[src/rtl/cp0_int_source_pkg.sv]
// rtl/cp0_int_source_pkg.sv - CP0 register numbers and Cause field positions shared by the interrupt path
package cp0_int_source_pkg;

  localparam logic [4:0] CP0_COUNT   = 5'd9;
  localparam logic [4:0] CP0_COMPARE = 5'd11;
  localparam logic [4:0] CP0_CAUSE   = 5'd13;

  localparam int IP_SW_LO = 8;
  localparam int IP_SW_HI = 9;

  localparam int TIMER_IP = 7;

endpackage

[src/rtl/cp0_int_source_int_sync.sv]
// rtl/cp0_int_source_int_sync.sv - multi-flop synchronizer for one asynchronous level input
module int_sync #(
  parameter int STAGES = 2
) (
  input  logic clk,
  input  logic resetn,
  input  logic d,
  output logic q
);

  logic [STAGES-1:0] ff;

  // shift the raw level through the flop chain; oldest sample is the output
  always_ff @(posedge clk or negedge resetn) begin
    if (!resetn) begin
      ff <= '0;
    end else begin
      ff <= {ff[STAGES-2:0], d};
    end
  end

  assign q = ff[STAGES-1];

endmodule

[src/rtl/cp0_int_source.sv]
// rtl/cp0_int_source.sv - Cause.IP pending bits and Count/Compare timer for the commit stage
module cp0_int_source
  import cp0_int_source_pkg::*;
#(
  parameter int COUNT_DIV   = 2,
  parameter int SYNC_STAGES = 2
) (
  input  logic        clk,
  input  logic        resetn,
  input  logic [5:0]  ext_int,
  input  logic        cp0_we,
  input  logic [4:0]  cp0_addr,
  input  logic [2:0]  cp0_sel,
  input  logic [31:0] cp0_wdata,
  output logic [7:0]  cause_ip,
  output logic [31:0] count,
  output logic [31:0] compare,
  output logic        timer_int
);

  localparam logic [3:0] DIV_LAST = 4'(COUNT_DIV - 1);

  logic [5:0]  ext_s;
  logic [1:0]  sw_ip;
  logic [3:0]  div;
  logic        inc;
  logic        wr_count;
  logic        wr_compare;
  logic        wr_cause;
  logic [31:0] count_inc;

  for (genvar i = 0; i < 6; i++) begin : g_sync
    int_sync #(.STAGES(SYNC_STAGES)) u_sync (
      .clk    (clk),
      .resetn (resetn),
      .d      (ext_int[i]),
      .q      (ext_s[i])
    );
  end

  // decode the mtc0 target; only select 0 of our three registers is acted on
  always_comb begin
    wr_count   = 1'b0;
    wr_compare = 1'b0;
    wr_cause   = 1'b0;
    if (cp0_we && (cp0_sel == 3'd0)) begin
      wr_count   = (cp0_addr == CP0_COUNT);
      wr_compare = (cp0_addr == CP0_COMPARE);
      wr_cause   = (cp0_addr == CP0_CAUSE);
    end
  end

  assign inc       = (div == DIV_LAST);
  assign count_inc = count + 32'd1;

  // prescaler; a Count load restarts the period so the next tick is a full COUNT_DIV away
  always_ff @(posedge clk or negedge resetn) begin
    if (!resetn) begin
      div <= '0;
    end else if (wr_count || inc) begin
      div <= '0;
    end else begin
      div <= div + 4'd1;
    end
  end

  // Count: software load beats the tick in the same cycle
  always_ff @(posedge clk or negedge resetn) begin
    if (!resetn) begin
      count <= '0;
    end else if (wr_count) begin
      count <= cp0_wdata;
    end else if (inc) begin
      count <= count_inc;
    end
  end

  // Compare and the sticky match flag; only a real tick can match, a Compare write always clears
  always_ff @(posedge clk or negedge resetn) begin
    if (!resetn) begin
      compare   <= '0;
      timer_int <= 1'b0;
    end else if (wr_compare) begin
      compare   <= cp0_wdata;
      timer_int <= 1'b0;
    end else if (inc && !wr_count && (count_inc == compare)) begin
      timer_int <= 1'b1;
    end
  end

  // software-requested interrupt bits from Cause.IP[1:0]
  always_ff @(posedge clk or negedge resetn) begin
    if (!resetn) begin
      sw_ip <= '0;
    end else if (wr_cause) begin
      sw_ip <= cp0_wdata[IP_SW_HI:IP_SW_LO];
    end
  end

  assign cause_ip[TIMER_IP]   = ext_s[5] | timer_int;
  assign cause_ip[6:2]        = ext_s[4:0];
  assign cause_ip[1:0]        = sw_ip;

endmodule
[config.mk]
export PLATFORM = sky130hd
export DESIGN_NAME = cp0_int_source
export DESIGN_NICKNAME = d
export VERILOG_FILES = /design/src/rtl/cp0_int_source_pkg.sv /design/src/rtl/cp0_int_source_int_sync.sv /design/src/rtl/cp0_int_source.sv
export SDC_FILE = /design/constraint.sdc
export NUM_CORES = 1
export LEC_CHECK = 0
export CORE_MARGIN = 5
export CORE_UTILIZATION = 49
export DETAILED_ROUTE_END_ITERATION = 16
export GPL_TIMING_DRIVEN = 0
export PLACE_DENSITY_LB_ADDON = 0.08
export SETUP_SLACK_MARGIN = 0.05
export SKIP_CTS_REPAIR_TIMING = 1
export SYNTH_ARGS = -nofsm -noshare
export SYNTH_HDL_FRONTEND = slang
export SYNTH_HIERARCHICAL = 1
export SYNTH_SLANG_ARGS = --single-unit
[constraint.sdc]
create_clock -name clk -period 3.06 [get_ports clk]
set_clock_uncertainty 0.1 [all_clocks]
set_input_delay 0.459 -clock clk [delete_from_list [all_inputs] [get_ports clk]]
set_output_delay 0.459 -clock clk [all_outputs]
set_load 0.03 [all_outputs]
### Word-level counts from Yosys, hierarchy flattened

Index checks and enable logic that the tools add are counted.

| operators by class | value |
|---|---|
| $add $sub $neg | 2 |
| multipliers | 0 |
| div/mod/pow operators | 0 |
| $lt $le $gt $ge | 0 |
| eq/ne operators | 5 |
| shifts and indexed selects | 0 |
| muxes and demuxes | 8 |
| bitwise logic cells | 1 |
| reduce and logical (&&, ||, !) cells | 8 |

Operator list:

| kind | number |
|---|---|
| $mux 32 | 2 |
| $add 32x1->32 const B | 1 |
| $eq 32x32->1 | 1 |
| $eq 5x4->1 const B | 3 |
| $mux 1 | 5 |
| $add 4x1->4 const B | 1 |
| $eq 4x1->1 const B | 1 |
| $mux 4 | 1 |
| $reduce_bool 2->1 | 2 |
| $logic_and 1x1->1 | 3 |
| $logic_not 3->1 | 1 |
| $logic_not 1->1 | 1 |
| $logic_or 1x1->1 | 1 |
| $or 1x1->1 | 1 |

| storage, ports and cells | value |
|---|---|
| flip-flop bits (word level) | 83 |
| bits in latches | 0 |
| memory bits (writable) | 0 |
| ROM bits | 0 |
| input bits | 49 |
| output and inout bits | 73 |
| word-level logic and storage cells | 35 |
| memories kept | 0 |

### Depth between registers and ports, before layout

Gate-level depths: netlist of the first run.

| logic depth | value |
|---|---|
| depth in word-level cells | 8 |
| gate-level depth with buffers | 9 |
| depth with buffers taken out | 9 |

### Cells and area by module

The synthesis of the first run kept the hierarchy.

Modules (own cells, without submodules):

| module | instances | cells each | area an instance (um^2) | seq. area each (um^2) |
|---|---|---|---|---|
| cp0_int_source | 1 | 450 | 4331.7 | 1776.7 |
| int_sync | 6 | 2 | 50.0 | 50.0 |

### Worst setup path after synthesis of the first run

OpenSTA, ideal clock, no wires.

| timing | value |
|---|---|
| path kind | flip-flop to flip-flop |
| start point | reg count[0] |
| end point | reg timer_int |
| setup time | 0.092 ns |
| arrival time | 2.722 ns |
| data required time | 2.868 ns |
| slack | 0.146 ns |
| cell stages (with the launch flop) | 10 |
| path buffers | 1 |
| clock period less this slack | 2.914 ns |
| cell sequence | dfrtp_1 ha_1 buf_2 nand2_1 nor3_1 nand4_1 mux2i_1 nand4_1 or4_1 o31ai_2 |

| between the ends | value |
|---|---|
| word-level cells in the longest chain between the ends | 4 |

RTL lines:

| element | line | RTL |
|---|---|---|
| start, declared | cp0_int_source.sv:16 | `output logic [31:0] count,` |
| start signal, assigned | cp0_int_source.sv:72 | `count <= cp0_wdata;` |
| start signal, assigned | cp0_int_source.sv:74 | `count <= count_inc;` |
| $add 32x1->32 | cp0_int_source.sv:54 | `assign count_inc = count + 32'd1;` |
| $eq 32x32->1 | cp0_int_source.sv:86 | `end else if (inc && !wr_count && (count_inc == compare)) begin` |
| $logic_and 1x1->1 | cp0_int_source.sv:86 |  |
| $reduce_bool 2->1 (no line) | -- |  |
| end signal, assigned | cp0_int_source.sv:82 | `timer_int <= 1'b0;` |
| end signal, assigned | cp0_int_source.sv:85 | `timer_int <= 1'b0;` |
| end signal, assigned | cp0_int_source.sv:87 | `timer_int <= 1'b1;` |
| end, declared | cp0_int_source.sv:18 | `output logic timer_int` |

Every way passes these cells.
A chain may end at the register's enable or synchronous reset.

### Worst setup path after layout of the first run

| timing | value |
|---|---|
| start point | reg count[4] |
| end point | reg timer_int |

Same word-level chain as after synthesis.

==> results of run 1 <==
[worst max-delay path by stage]
stage	start	end	slack [ns]
finish	count[4]	timer_int	0.17
global route	count[4]	timer_int	-0.02
CTS	count[0]	timer_int	-0.33
detailed placement	count[0]	timer_int	-0.30
global placement	resetn	count[3]	-1.55
floorplan	count[0]	timer_int	0.15
[state kept, by name, indices dropped and copies added (netlist names)]
name and cells:
count 32, sw_ip 2, timer_int 1, compare 32
g_sync.u_sync/ff 12, div 4
[final cells by class]
type	count	share of cell area, %
flip-flops and latches	83	32.9
inverters	4	0.237
well taps	129	2.55
plain buffers	31	2.87
repair buffers	126	20.0
clock inverters	4	1.19
clock buffers	11	2.24
multi-input cells	344	38.0
[cell families (layout without fill, tap and decap cells)]
family / after synthesis / in the layout
simple gates: 168 / 168
flops: 83 / 83
xor+xnor: 77 / 77
compound gates: 57 / 57
mux: 39 / 39
buf+inv: 35 / 176
fa+ha+maj: 3 / 3
[synth_stat cells (7+ instances only)]
master                      n
sky130_fd_sc_hd__dfrtp_1   83
sky130_fd_sc_hd__nand2_1   56
sky130_fd_sc_hd__xnor2_1   50
sky130_fd_sc_hd__o21ai_0   36
sky130_fd_sc_hd__mux2_2    35
sky130_fd_sc_hd__nor2_1    27
sky130_fd_sc_hd__xor2_1    27
sky130_fd_sc_hd__nand4_1   15
sky130_fd_sc_hd__nor3_1    15
sky130_fd_sc_hd__clkbuf_1  13
sky130_fd_sc_hd__nand3_1   12
sky130_fd_sc_hd__buf_4      8
sky130_fd_sc_hd__nor4_1     8
sky130_fd_sc_hd__or3_1      7
[routing by layer]
metal / GRT usage (%) / share of wire [%] / vias to the layer above
met4: 5.39 / 0.95 / 0
li1: - / - / 1882
met2: 38.5 / 50 / 139
met1: 28.5 / 42 / 1970
met3: 6.02 / 7.1 / 12
met5: 0 / 0 / -
[power by group]
part	switching [mW]	internal, mW
Combinational	0.665	0.551
Clock	0.406	0.478
Sequential	0.182	1.23
Total	1.25	2.26
[metrics by stage]
stage	util (%)	hold slack (ns)	cell area, µm²	setup WS, ns	std cells
floorplan	-	0.0634	4630	0.146	462
global placement	65.0	0.232	6000	-1.55	712
detailed placement	65.3	0.236	6030	-0.296	713
CTS	67.6	-0.0615	6250	-0.332	728
global route	68.4	0.266	6320	-0.0192	732
finish	68.4	0.254	6320	0.171	732
==> Implementation_results.wiki, run 1 <==
{| class="wikitable"
! Metric !! Value
|-
| Start of the worst register-to-register path || count[4]
|-
| Core area || 9240 µm²
|-
| Type of the worst min-delay path || reg -> reg
|-
| Number of top-level design ports || about 120
|-
| Total nets after synthesis || just over 500
|-
| Hold Path Depth || 0
|-
| Share of post-route cells with drive strength above 1 || between 10% and 20%
|-
| List of cells traversed by the critical path || clkbuf_2 -> nand4_1 -> or4_4 -> buf_6 -> or4_1 -> a21boi_1 -> o21ai_1 -> a211o_1 -> o31ai_2
|-
| Multi-input combinational cell area || ~2400 µm²
|-
| Remaining routing DRC violations || 0
|-
| Share of the synthesized area in compound gates (AO/OA/AOI/OAI) || approximately 7.3%
|-
| Buffer cell driving the clock tree root || sky130_fd_sc_hd__clkbuf_8
|-
| Data required time at the worst endpoint || ~3.2 ns
|-
| Area growth from synthesis to layout || 36.5%
|-
| Mux share of post-synthesis cell area || a little under a tenth
|-
| Number of unique standard cell types used by synthesis || 54
|-
| Half-perimeter wire length after detailed placement || about 9300 µm
|-
| Time the worst path needs with I/O delays and setup || 2.89 ns
|-
| Critical path depth || 9
|-
| Mean cell area of the mapped netlist || 10.0 µm²
|-
| Number of buffers and inverters on the critical path || 2
|-
| Maximum clock insertion buffer count || 2
|-
| Highest-delay cell along the critical path || sky130_fd_sc_hd__or4_4
|-
| Number of max-cap violations || 0
|-
| Leftover overflow at the end of global routing || 0
|-
| End of the worst hold path || g_sync[2].u_sync/ff[1]
|-
| Cell area power density || 556 nW/µm²
|-
| Largest net degree at the start of global routing || 53
|-
| DIE HEIGHT || 107 µm
|-
| Post-Synth Adder-Cell Area || less than 1%
|-
| Share of synthesized registers carrying an async set or reset || 100%
|-
| Area fraction of the dominant cell type after synthesis || 44.8%
|-
| Placement Rows || 35
|-
| Area fraction in and, or, nand and nor cells after synthesis || between 10% and 20%
|-
| WP data arrival || 3.06 ns
|-
| Drt pass-1 iters || 4
|-
| Count of state elements after synthesis || slightly above 80
|-
| Depth of the worst register-to-register path || 9
|-
| Xor/xnor share of the synthesized area || about 15%
|-
| Number of hold violations in the final report || 0
|-
| Vias in the first global route || between 4,000 and 5,000
|-
| Start point of the worst hold path || g_sync[2].u_sync/ff[0]
|-
| FF/Latch Area || 2080 µm²
|-
| Kind of end point of the critical path || flip-flop
|-
| R2r endpoint || timer_int
|-
| RSZ-0062 raised after global routing || yes
|-
| Worst Tran Pin Value || 0.687 ns
|-
| Post-Syn Instances || about 460
|-
| Peak Freq || between 300 and 400 MHz
|-
| Critical path class || reg -> reg
|-
| Family with the most delay on the worst path || simple AND/OR/NAND/NOR gates
|-
| Number of clock sinks || 83
|-
| Number of warnings printed during yosys synthesis || 6
|-
| Routability-driven placement congestion ratio || 0.902
|-
| Number of antenna diodes || 0
|-
| Via/cell ratio || about 5.5
|-
| Startpoint type of the worst setup path || flip-flop
|-
| Crit path largest cell delay || 0.58 ns
|-
| Leakage dissipation || between 2 and 3 nW
|-
| Wire length reported by the detailed router || about 13,000 µm
|-
| Die Span X || roughly 110 µm
|-
| Final-stage net count || 651
|-
| GR Util All Layers || between 20 and 25%
|-
| Number of setup violations in the final report || 0
|-
| Number of pins exceeding their max-slew limit in the final report || 0
|-
| Number of design-rule violations left by the first detailed-router iteration || between 100 and 150
|-
| Initial antenna violation count || 0
|-
| Normalized max-slew margin || 53.8%
|-
| Dominant combinational cell family by area after synthesis || simple AND/OR/NAND/NOR gates
|-
| Clock Pin Slew Worst Setup and Hold Paths || around 0.080 ns
|-
| Starting Density || between 50% and 60%
|-
| Clock buffers created by TritonCTS || 9
|-
| Wire length of the first global-routing pass || 20,700 µm
|-
| Post-route ant nets || 0
|-
| Power, Total || about 3.5 mW
|-
| Post-synth EDFFs || 0
|-
| Register area share after synthesis || between 40% and 50%
|-
| Crit path max fanout || 10
|-
| Highest-count cells in the layout ignoring fill and taps || sky130_fd_sc_hd__clkdlybuf4s50_1, sky130_fd_sc_hd__dfrtp_1, sky130_fd_sc_hd__nand2_1, sky130_fd_sc_hd__xnor2_1, sky130_fd_sc_hd__o21ai_0
|-
| Leading area contributor after synthesis || sky130_fd_sc_hd__dfrtp_1
|-
| Period utilization || 94.4%
|-
| Setup slack on the worst flop-to-flop path || 0.17 ns
|-
| Post-synthesis instance area || ~4600 µm²
|-
| Routed length per instance || about 17 µm
|-
| Total negative slack for setup checks || 0 ns
|-
| CTS tree || yes
|-
| Worst-case vdd ir drop || about 0.39 mV
|-
| Most common library cell in the layout ignoring fill and taps || sky130_fd_sc_hd__clkdlybuf4s50_1
|-
| Clock Latency Late Sink || 0.36 ns
|-
| Maximum level of the CTS H-tree || 3
|-
| Prevailing post-synth register cell || sky130_fd_sc_hd__dfrtp_1
|-
| Ranking of synthesized cells by area || sky130_fd_sc_hd__dfrtp_1, sky130_fd_sc_hd__xnor2_1, sky130_fd_sc_hd__mux2_2
|-
| Full die area || 11,500 µm²
|-
| Count of filler cells inserted in the layout || between 700 and 800
|-
| DR vias || approximately 4,000
|-
| Count of buffers from port buffering || between 100 and 150
|-
| Status || completed
|}
Power figures use the tool's default switching activity.
==> run 2, diff against run 1 <==
Settings changed: CTS_CLUSTER_SIZE from default to 24, GPL_ROUTABILITY_DRIVEN from default to 0.
==> results of run 2 <==
No change in the layout: final DEF, timing and power equal those of run 1.
